<file path="src/rtl/keypad_pkg.sv">
// Shared constants, FSM encoding and helpers for the 4x4 keypad scanner.
package keypad_pkg;
    localparam int NUM_COLS = 4;
    localparam int NUM_ROWS = 4;
    localparam int NUM_KEYS = 16;
    localparam int KEY_W    = 4;
    localparam int CODE_W   = KEY_W + 1;

    typedef enum logic {
        ST_SCAN = 1'b0,
        ST_EMIT = 1'b1
    } state_e;

    // Column 0 drives the MSB of out_s.
    function automatic logic [NUM_COLS-1:0] col_drive(input logic [1:0] col);
        col_drive = 4'b1000 >> col;
    endfunction

    function automatic logic [KEY_W-1:0] first_set(input logic [NUM_KEYS-1:0] v);
        first_set = '0;
        for (int i = NUM_KEYS - 1; i >= 0; i--) begin
            if (v[i]) first_set = KEY_W'(i);
        end
    endfunction
endpackage

</file>
<file path="src/rtl/keypad_evt_fifo.sv">
// Show-ahead synchronous event FIFO; head reads 0 while empty.
module keypad_evt_fifo #(
    parameter int DEPTH = 4,
    parameter int DW    = 5
) (
    input  logic          clk,
    input  logic          rst,
    input  logic          push,
    input  logic [DW-1:0] push_data,
    input  logic          pop,
    output logic [DW-1:0] head,
    output logic          full,
    output logic          empty
);
    localparam int AW = $clog2(DEPTH);

    logic [DW-1:0] mem_q [DEPTH];
    logic [DW-1:0] mem_d [DEPTH];
    logic [AW-1:0] wr_q, wr_d, rd_q, rd_d;
    logic [AW:0]   cnt_q, cnt_d;
    logic          do_push, do_pop;

    assign empty   = (cnt_q == '0);
    assign full    = (cnt_q == (AW+1)'(DEPTH));
    assign do_pop  = pop & ~empty;
    // A full queue still accepts a push when the head leaves in the same cycle.
    assign do_push = push & (~full | do_pop);
    assign head    = empty ? '0 : mem_q[rd_q];

    always_comb begin
        mem_d = mem_q;
        wr_d  = wr_q;
        rd_d  = rd_q;
        cnt_d = cnt_q;
        if (do_push) begin
            mem_d[wr_q] = push_data;
            wr_d        = wr_q + 1'b1;
        end
        if (do_pop) rd_d = rd_q + 1'b1;
        case ({do_push, do_pop})
            2'b10:   cnt_d = cnt_q + 1'b1;
            2'b01:   cnt_d = cnt_q - 1'b1;
            default: cnt_d = cnt_q;
        endcase
    end

    always_ff @(posedge clk) begin
        if (rst) begin
            wr_q  <= '0;
            rd_q  <= '0;
            cnt_q <= '0;
        end else begin
            wr_q  <= wr_d;
            rd_q  <= rd_d;
            cnt_q <= cnt_d;
        end
        mem_q <= mem_d;
    end
endmodule

</file>
<file path="src/rtl/keypad_scan_ctrl.sv">
// 4x4 keypad column scanner with frame debounce and an event queue.
// Define KEYPAD_RELEASE_EVT_EN to also queue release events.
module keypad_scan_ctrl
    import keypad_pkg::*;
#(
    parameter int DWELL      = 4,
    parameter int DEB_SCANS  = 3,
    parameter int FIFO_DEPTH = 4
) (
    input  logic              clk,
    input  logic              rst,
    input  logic [NUM_ROWS-1:0] in_s,
    output logic [NUM_COLS-1:0] out_s,
    output logic              evt_valid,
    input  logic              evt_ready,
    output logic [CODE_W-1:0] evt_code,
    output logic              key_down,
    output logic              overflow
);
    state_e              state_q, state_d;
    logic [1:0]          col_q, col_d;
    logic [7:0]          dwell_q, dwell_d;
    logic [3:0]          stable_q, stable_d;
    logic [NUM_KEYS-1:0] raw_q, raw_d, prev_q, prev_d, deb_q, deb_d;
    logic [NUM_KEYS-1:0] press_q, press_d, pend_q, pend_d;
`ifdef KEYPAD_RELEASE_EVT_EN
    logic [NUM_KEYS-1:0] rel_q, rel_d;
`endif
    logic                key_down_q, key_down_d, ovf_q, ovf_d;
    logic                deb_load, push, pop, fifo_full, fifo_empty;
    logic [KEY_W-1:0]    emit_key;
    logic [CODE_W-1:0]   push_code, fifo_head;

`ifdef KEYPAD_RELEASE_EVT_EN
    assign pend_q = press_q | rel_q;
    assign pend_d = press_d | rel_d;
`else
    assign pend_q = press_q;
    assign pend_d = press_d;
`endif
    assign emit_key = first_set(pend_q);

    always_ff @(posedge clk) begin
        if (rst) state_q <= ST_SCAN;
        else     state_q <= state_d;
    end

    always_comb begin
        state_d = state_q;
        case (state_q)
            ST_SCAN: if (deb_load) state_d = ST_EMIT;
            ST_EMIT: if (pend_d == '0) state_d = ST_SCAN;
            default: state_d = ST_SCAN;
        endcase
    end

    always_comb begin
        col_d    = col_q;
        dwell_d  = dwell_q;
        raw_d    = raw_q;
        prev_d   = prev_q;
        stable_d = stable_q;
        deb_d    = deb_q;
        press_d  = press_q;
`ifdef KEYPAD_RELEASE_EVT_EN
        rel_d    = rel_q;
`endif
        deb_load  = 1'b0;
        push      = 1'b0;
        push_code = '0;
        if (state_q == ST_SCAN) begin
            if (dwell_q == 8'(DWELL - 1)) begin
                dwell_d = '0;
                col_d   = col_q + 1'b1;
                raw_d[{col_q, 2'b00} +: NUM_ROWS] = in_s;
                if (col_q == 2'(NUM_COLS - 1)) begin
                    prev_d = raw_d;
                    if (raw_d == prev_q) stable_d = (stable_q == 4'hf) ? stable_q : stable_q + 1'b1;
                    else                 stable_d = '0;
                    // Accept the frame once it has repeated enough and differs from the debounced state.
                    if (stable_d >= 4'(DEB_SCANS - 1) && raw_d != deb_q) begin
                        deb_load = 1'b1;
                        press_d  = raw_d & ~deb_q;
`ifdef KEYPAD_RELEASE_EVT_EN
                        rel_d    = deb_q & ~raw_d;
`endif
                        deb_d    = raw_d;
                    end
                end
            end else begin
                dwell_d = dwell_q + 1'b1;
            end
        end else if (pend_q != '0) begin
            push = 1'b1;
`ifdef KEYPAD_RELEASE_EVT_EN
            if (press_q[emit_key]) begin
                push_code         = {1'b0, emit_key};
                press_d[emit_key] = 1'b0;
            end else begin
                push_code         = {1'b1, emit_key};
                rel_d[emit_key]   = 1'b0;
            end
`else
            push_code         = {1'b0, emit_key};
            press_d[emit_key] = 1'b0;
`endif
        end
    end

    assign key_down_d = |deb_d;
    assign ovf_d      = ovf_q | (push & fifo_full & ~pop);

    always_ff @(posedge clk) begin
        if (rst) begin
            col_q      <= '0;
            dwell_q    <= '0;
            raw_q      <= '0;
            prev_q     <= '0;
            stable_q   <= '0;
            deb_q      <= '0;
            press_q    <= '0;
`ifdef KEYPAD_RELEASE_EVT_EN
            rel_q      <= '0;
`endif
            key_down_q <= 1'b0;
            ovf_q      <= 1'b0;
        end else begin
            col_q      <= col_d;
            dwell_q    <= dwell_d;
            raw_q      <= raw_d;
            prev_q     <= prev_d;
            stable_q   <= stable_d;
            deb_q      <= deb_d;
            press_q    <= press_d;
`ifdef KEYPAD_RELEASE_EVT_EN
            rel_q      <= rel_d;
`endif
            key_down_q <= key_down_d;
            ovf_q      <= ovf_d;
        end
    end

    // Outputs are forced quiet for the whole time rst is held.
    always_comb begin
        out_s     = (rst || state_q == ST_EMIT) ? '0 : col_drive(col_q);
        evt_valid = ~rst & ~fifo_empty;
        evt_code  = rst ? '0 : fifo_head;
        key_down  = ~rst & key_down_q;
        overflow  = ~rst & ovf_q;
        pop       = evt_valid & evt_ready;
    end

    keypad_evt_fifo #(.DEPTH(FIFO_DEPTH), .DW(CODE_W)) u_fifo (
        .clk       (clk),
        .rst       (rst),
        .push      (push),
        .push_data (push_code),
        .pop       (pop),
        .head      (fifo_head),
        .full      (fifo_full),
        .empty     (fifo_empty)
    );
endmodule

</file>
<file path="config.mk">
export PLATFORM = sky130hd
export DESIGN_NAME = keypad_scan_ctrl
export DESIGN_NICKNAME = d
export VERILOG_FILES = /design/src/rtl/keypad_pkg.sv /design/src/rtl/keypad_evt_fifo.sv /design/src/rtl/keypad_scan_ctrl.sv
export SDC_FILE = /design/constraint.sdc
export NUM_CORES = 1
export LEC_CHECK = 0
export BUFFER_PORTS_ARGS = -buffer_cell sky130_fd_sc_hd__buf_2
export CORE_ASPECT_RATIO = 0.8
export CORE_MARGIN = 10
export CORE_UTILIZATION = 30
export CTS_BUF_LIST = sky130_fd_sc_hd__clkbuf_8
export DETAILED_ROUTE_END_ITERATION = 10
export PLACE_DENSITY_LB_ADDON = 0.3
export SYNTH_ARGS = -nofsm -noshare
export SYNTH_HDL_FRONTEND = slang
export SYNTH_SLANG_ARGS = --single-unit
</file>
<file path="constraint.sdc">
create_clock -name clk -period 5.2 [get_ports clk]
set_clock_uncertainty 0.1 [all_clocks]
set_input_delay 0.26 -clock clk [delete_from_list [all_inputs] [get_ports clk]]
set_output_delay 0.26 -clock clk [all_outputs]
set_load 0.02 [all_outputs]
</file>
# Word-level counts from Yosys, hierarchy flattened
# Cells that the tools add are included.
# totals
out_inout_bits,12
inputBits,7
register_bits,108
word_cells,129
# classes
eq_ne,8
bitwise,21
n_reduce_logical,11
add_sub_neg,8
n_shift,3
n_lt_le_gt_ge,6
n_mux,55
# ops
op,count
two-way mux 16 bit,9
two-way mux 4 bit,24
bitwise AND 16 bit,2
NOT 16 bit,2
two-way mux 5 bit,5
bitwise mux 20 bit,1
bitwise mux 16 bit,1
equality test 16 bit,1
logical NOT 16 bit,1
inequality test 16 bit,1
nonzero test 16 bit,1
OR reduction 16 bit,1
"variable shift 4 x 6 -> 16 bit, first input constant",1
variable part select 4 x 6 -> 16 bit,1
binary-select mux 5 bit (select 2 bit),1
demux 5 bit (select 2 bit),1
two-way mux 1 bit,9
"adder 8 x 1 -> 8 bit, second input constant",1
bitwise AND 1 bit,8
"equality test 8 x 2 -> 1 bit, second input constant",1
two-way mux 8 bit,1
"adder 2 x 1 -> 2 bit, second input constant",3
"greater-or-equal comparator 3 bit, second input constant",2
negator 4 -> 6 bit,1
other kinds (24),33

# Depth between registers and ports, before layout
# depth
word_depth,27
mapped_depth,19
depth_no_buf,17

# Cells and area by module
# From an unflattened synthesis, not the netlist that was laid out.
# unflattened
hier_cells,696
hier_area_um2,6159.7
# by_module_without_submodules
mod,cells_each,area_per_inst_um2,seq_area_each_um2,instances
keypad_scan_ctrl,613,4956.0,1621.6,1
keypad_evt_fifo,83,1203.7,740.7,1

# Worst setup path before layout
# OpenSTA, ideal clock, no wires.
# synth_timing
path_kind,reg2reg
startpoint,register col_q[0]
endpoint,register state_q
required_ps,4984
setup_ps,116
path_stages_with_launch,19
synth_period_minus_slack_ps,4194
slack_ps,1006
path_buffers,2
t_arrival_ps,3978
path_cell_list,dfxtp_1 > buf_4 > inv_1 > ha_1 > nor2b_1 > a41oi_1 > inv_1 > ha_1 > nand4_1 > or4_1 > o31a_1 > and3_1 > clkbuf_1 > nand3_1 > nor3_1 > mux2_2 > a211oi_1 > o2111ai_1 > o211a_1
# synth_via
elab_chain_cells,17
elab_cells_between_ends,26
classes_between,1 x add/sub; 1 x order compare; 3 x eq/ne; 2 x shift; 16 x mux; 1 x bitwise; 2 x reduce/logical
# synth_rtl
element,line_no,text
"start, declared",keypad_scan_ctrl.sv:21,"logic [1:0] col_q, col_d;"
"start signal, assigned",keypad_scan_ctrl.sv:128,col_q <= col_d;
negator 4 -> 6 bit,keypad_scan_ctrl.sv:75,"raw_d[{col_q, 2'b00} +: NUM_ROWS] = in_s;"
variable part select 4 x 6 -> 16 bit / variable shift 4 x 6 -> 16 bit (equally long branches),keypad_scan_ctrl.sv:75,
bitwise mux 16 bit,keypad_scan_ctrl.sv:75,
equality test 16 bit,keypad_scan_ctrl.sv:78,if (raw_d == prev_q) stable_d = (stable_q == 4'hf) ? stable_q : stable_q + 1'b1;
two-way mux 4 bit,keypad_scan_ctrl.sv:78,
two-way mux 4 bit,keypad_scan_ctrl.sv:76,if (col_q == 2'(NUM_COLS - 1)) begin
two-way mux 4 bit,keypad_scan_ctrl.sv:72,if (dwell_q == 8'(DWELL - 1)) begin
two-way mux 4 bit,keypad_scan_ctrl.sv:71,if (state_q == ST_SCAN) begin
greater-or-equal comparator 4 x 2 -> 1 bit,keypad_scan_ctrl.sv:81,if (stable_d >= 4'(DEB_SCANS - 1) && raw_d != deb_q) begin
logical AND 1 bit,keypad_scan_ctrl.sv:81,
two-way mux 16 bit,keypad_scan_ctrl.sv:81,
two-way mux 16 bit,keypad_scan_ctrl.sv:76,
two-way mux 16 bit,keypad_scan_ctrl.sv:72,
two-way mux 16 bit,keypad_scan_ctrl.sv:71,
logical NOT 16 bit,keypad_scan_ctrl.sv:52,ST_EMIT: if (pend_d == '0) state_d = ST_SCAN;
two-way mux 1 bit,keypad_scan_ctrl.sv:52,
case mux 1 bit (2 select lines) *,keypad_scan_ctrl.sv:50,case (state_q)
"end signal, assigned",keypad_scan_ctrl.sv:45,else state_q <= state_d;
"end, declared",keypad_scan_ctrl.sv:20,"state_e state_q, state_d;"
# Every way passes the cells marked *; elsewhere a longest branch is shown, timed or not. The select of a mux whose other input is x is not followed.
# A chain may end at the register's enable or synchronous reset.

# Worst setup path after layout
# layout_timing
startpoint,register col_q[1]
endpoint,register state_q
# Same word-level chain as after synthesis.

==> results.md <==
* CP max stage cell: a41oi_1
* Setup repair bufs after CTS at 0
* DRT iter0 DRCs at 359
* CTS tree: built
* Syn Inst Count at 684
* Initial antenna violation count at 0
* Clock Pin Slew Worst Setup and Hold Paths at 110 ps
* Yosys warns at 0
* RSZ-0062 raised after global routing: no
* Worst slew pin tran at 896 ps
* Final nets at 721
* PwrDens at 256 nW/um^2
* Dpl hpwl at 10800 um
* CP max stage delay at 490 ps
* Core Area at 19300 sq um
* Crit-path cells: inv_1 -> ha_1 -> nor2b_1 -> a41oi_1 -> inv_1 -> ha_1 -> nand4_1 -> or4_1 -> o31a_1 -> and3_1 -> nand3_1 -> nor3_1 -> mux2_2 -> a211oi_1 -> o2111ai_1 -> o211a_1
* Avg WL per Cell at 15.9 um
* DR vias/cell at 5.05
* Post-synth EDFFs at 16
* M2 GR Usage at 0.154
* LEAKAGE at 2.31 nW
* Met1 Use GR at 0.179
* Fin area at 6470 sq um
* Setup WS post-layout at 715 ps
* Starting Density at 0.309
* Met3 GRT Util at 0.0171
* Top FF cell, synth: dfxtp_1
* Most common library cell in the layout ignoring fill and taps: dfxtp_1
* Final setup vio count at 0
* Fin crit share at 0.862
* Final Power at 1.65 mW
* Hold Crit Class: in2reg
* I/O Pins at 19
* Drt first pass iters at 5
* Die width at 177 um
* Placer Congestion at 0.903
* Post-Syn Nets at 723
* Fraction of registers with async set/reset at 0
* Pre-CTS setup slack at 758 ps
* Clock root buffer: clkbuf_8
* Largest net degree at the start of global routing at 44
* Die Y at 146 um
* H-tree depth at 3
* Clock latency on the worst-skew pair at 390 ps
* Seq/Total Area, Yosys at 0.377
* DRC errors left at 0
* Area Growth Syn to Fin at 8.62%
* Most used routing layer: met1
* Total wire length at 15000 um
* Synth Register Bits at 104
* VDD IR max at 96.2 uV
* Crit Path Class: reg2reg
* Fmax at 0.223 GHz
* Setup_tns at 0 ps
* Commonest non-fill, non-tap cells in the layout: dfxtp_1 (88), nor2_1 (86), a211oi_1 (52)
* Synth Cell Area at 5950 sq um
* Total CTS buffers at 9
* Max Fanout on Critical Path at 12
* First-pass GRT wire length at 24300 um
* CP endpoint kind: flop
* Floorplan row count at 45
* Worst EP arrival at 4690 ps
* Maximum clock path buffer count at 2
* Die area at 25900 sq um
* Slew margin rel. at 0.401
* Worst setup SP type: flop
* Max-cap violation count at 0
* Grt ovf at 0
* Final hold viol count at 0
* Vias in the first global route at 4410
* Clock sink count at 104
* Placed Cells at 929
* Delay-heaviest family, CP: simple AND/OR/NAND/NOR gates
* Minimum clock period at 4480 ps
* Fraction of layout cells with a size suffix above 1 at 0.0961
* Post-Syn Area per Cell at 8.70 sq um
* Number of buffers added on ports at 17
* Non-Filler Instances at 945
* Cells resized by post-CTS repair at 0
* WP data required at 5400 ps
* Hold buffers post-CTS at 0
* Routed via count at 4768
* Antenna-violating nets left at 0
* CP Buf/Inv Count at 2
* Status: completed
* Total GRT Usage at 0.116
* Synth cell types at 69
* Diode count at 0
* Slew Viols, Final at 0
* Placed Area at 6240 sq um
## per-stage QoR
stage,util,hold slack (ps)
floorplan,-,332
global placement,0.324,345
detailed placement,0.324,356
CTS,0.336,33.0
global route,0.336,58.4
finish,0.336,49.2
## final cells by class
class,count,area (sq um)
flip-flops and latches,104,2240
multi-input cells,489,3320
repair buffers,28,168
fillers,2053,12800
clock buffers,9,124
well taps,258,323
clock inverters,7,101
inverters,50,188
## cells in the mapped netlist, types with 7 or more instances
library cell / instances / area share
nor3_1: 15 / 0.013
a31oi_1: 11 / 0.012
clkbuf_1: 30 / 0.019
dfxtp_1: 88 / 0.30
and3_1: 14 / 0.015
a21oi_1: 31 / 0.026
nor4_1: 11 / 0.012
nor2b_1: 19 / 0.020
edfxtp_1: 16 / 0.081
and2_1: 18 / 0.019
nor2_1: 86 / 0.054
a22oi_1: 7 / 0.0088
ha_1: 31 / 0.065
xnor2_1: 17 / 0.025
nand2b_1: 27 / 0.028
nand3_1: 16 / 0.013
o21ai_0: 13 / 0.011
nand2_1: 22 / 0.014
inv_1: 49 / 0.031
o21a_1: 10 / 0.013
a211oi_1: 52 / 0.066
xor2_1: 8 / 0.012
nand4_1: 14 / 0.015
## worst min-delay path, stage by stage
cell,delay (ps)
buf_2,90
nor3_1,40
nor2_1,80
nor2_1,40
## path summary, 6_finish.rpt
check,slack [ps],from,depth (start not counted),to
worst max-delay path,720,col_q[1]$_SDFFE_PP0P_,16,state_q$_SDFF_PP0_
worst min-delay path,50,evt_ready,4,ovf_q$_SDFF_PP0_
worst max register to register,720,col_q[1]$_SDFFE_PP0P_,16,state_q$_SDFF_PP0_
worst min register to register,380,ovf_q$_SDFF_PP0_,2,ovf_q$_SDFF_PP0_
## report_power, final
part / internal (mW) / switching [mW] / total [mW]
Sequential: 0.827 / 0.0118 / 0.838
Combinational: 0.0877 / 0.147 / 0.234
Clock: 0.275 / 0.306 / 0.581
Total: 1.19 / 0.464 / 1.65
## sequential cells by signal (all words and copies together) (netlist names)
signal        cells
pend_q           16
ovf_q             1
u_fifo.mem_q     16
state_q           1
u_fifo.cnt_q      3
dwell_q           8
key_down_q        1
u_fifo.rd_q       2
col_q             2
deb_q            16
stable_q          4
u_fifo.wr_q       2
raw_q            16
prev_q           16
## logic make-up after synthesis
kind of cell / after synthesis / share of synthesized area
fa+ha+maj: 32 / 0.0685
compound gates: 157 / 0.185
other cells: 1 / 0.000630
buf+inv: 91 / 0.0656
mux: 15 / 0.0364
flops: 104 / 0.377
simple gates: 259 / 0.230
xor+xnor: 25 / 0.0368
## routing by layer
layer  routed length [um]  share of wire  vias to the layer above
met5                    0              0                        -
met2                 5910           0.39                      100
met1                 8170           0.54                     2215
met3                  651          0.043                       24
li1                     -              -                     2429
met4                  259          0.017                        0
No activity file was read; power rests on OpenSTA's default activity.
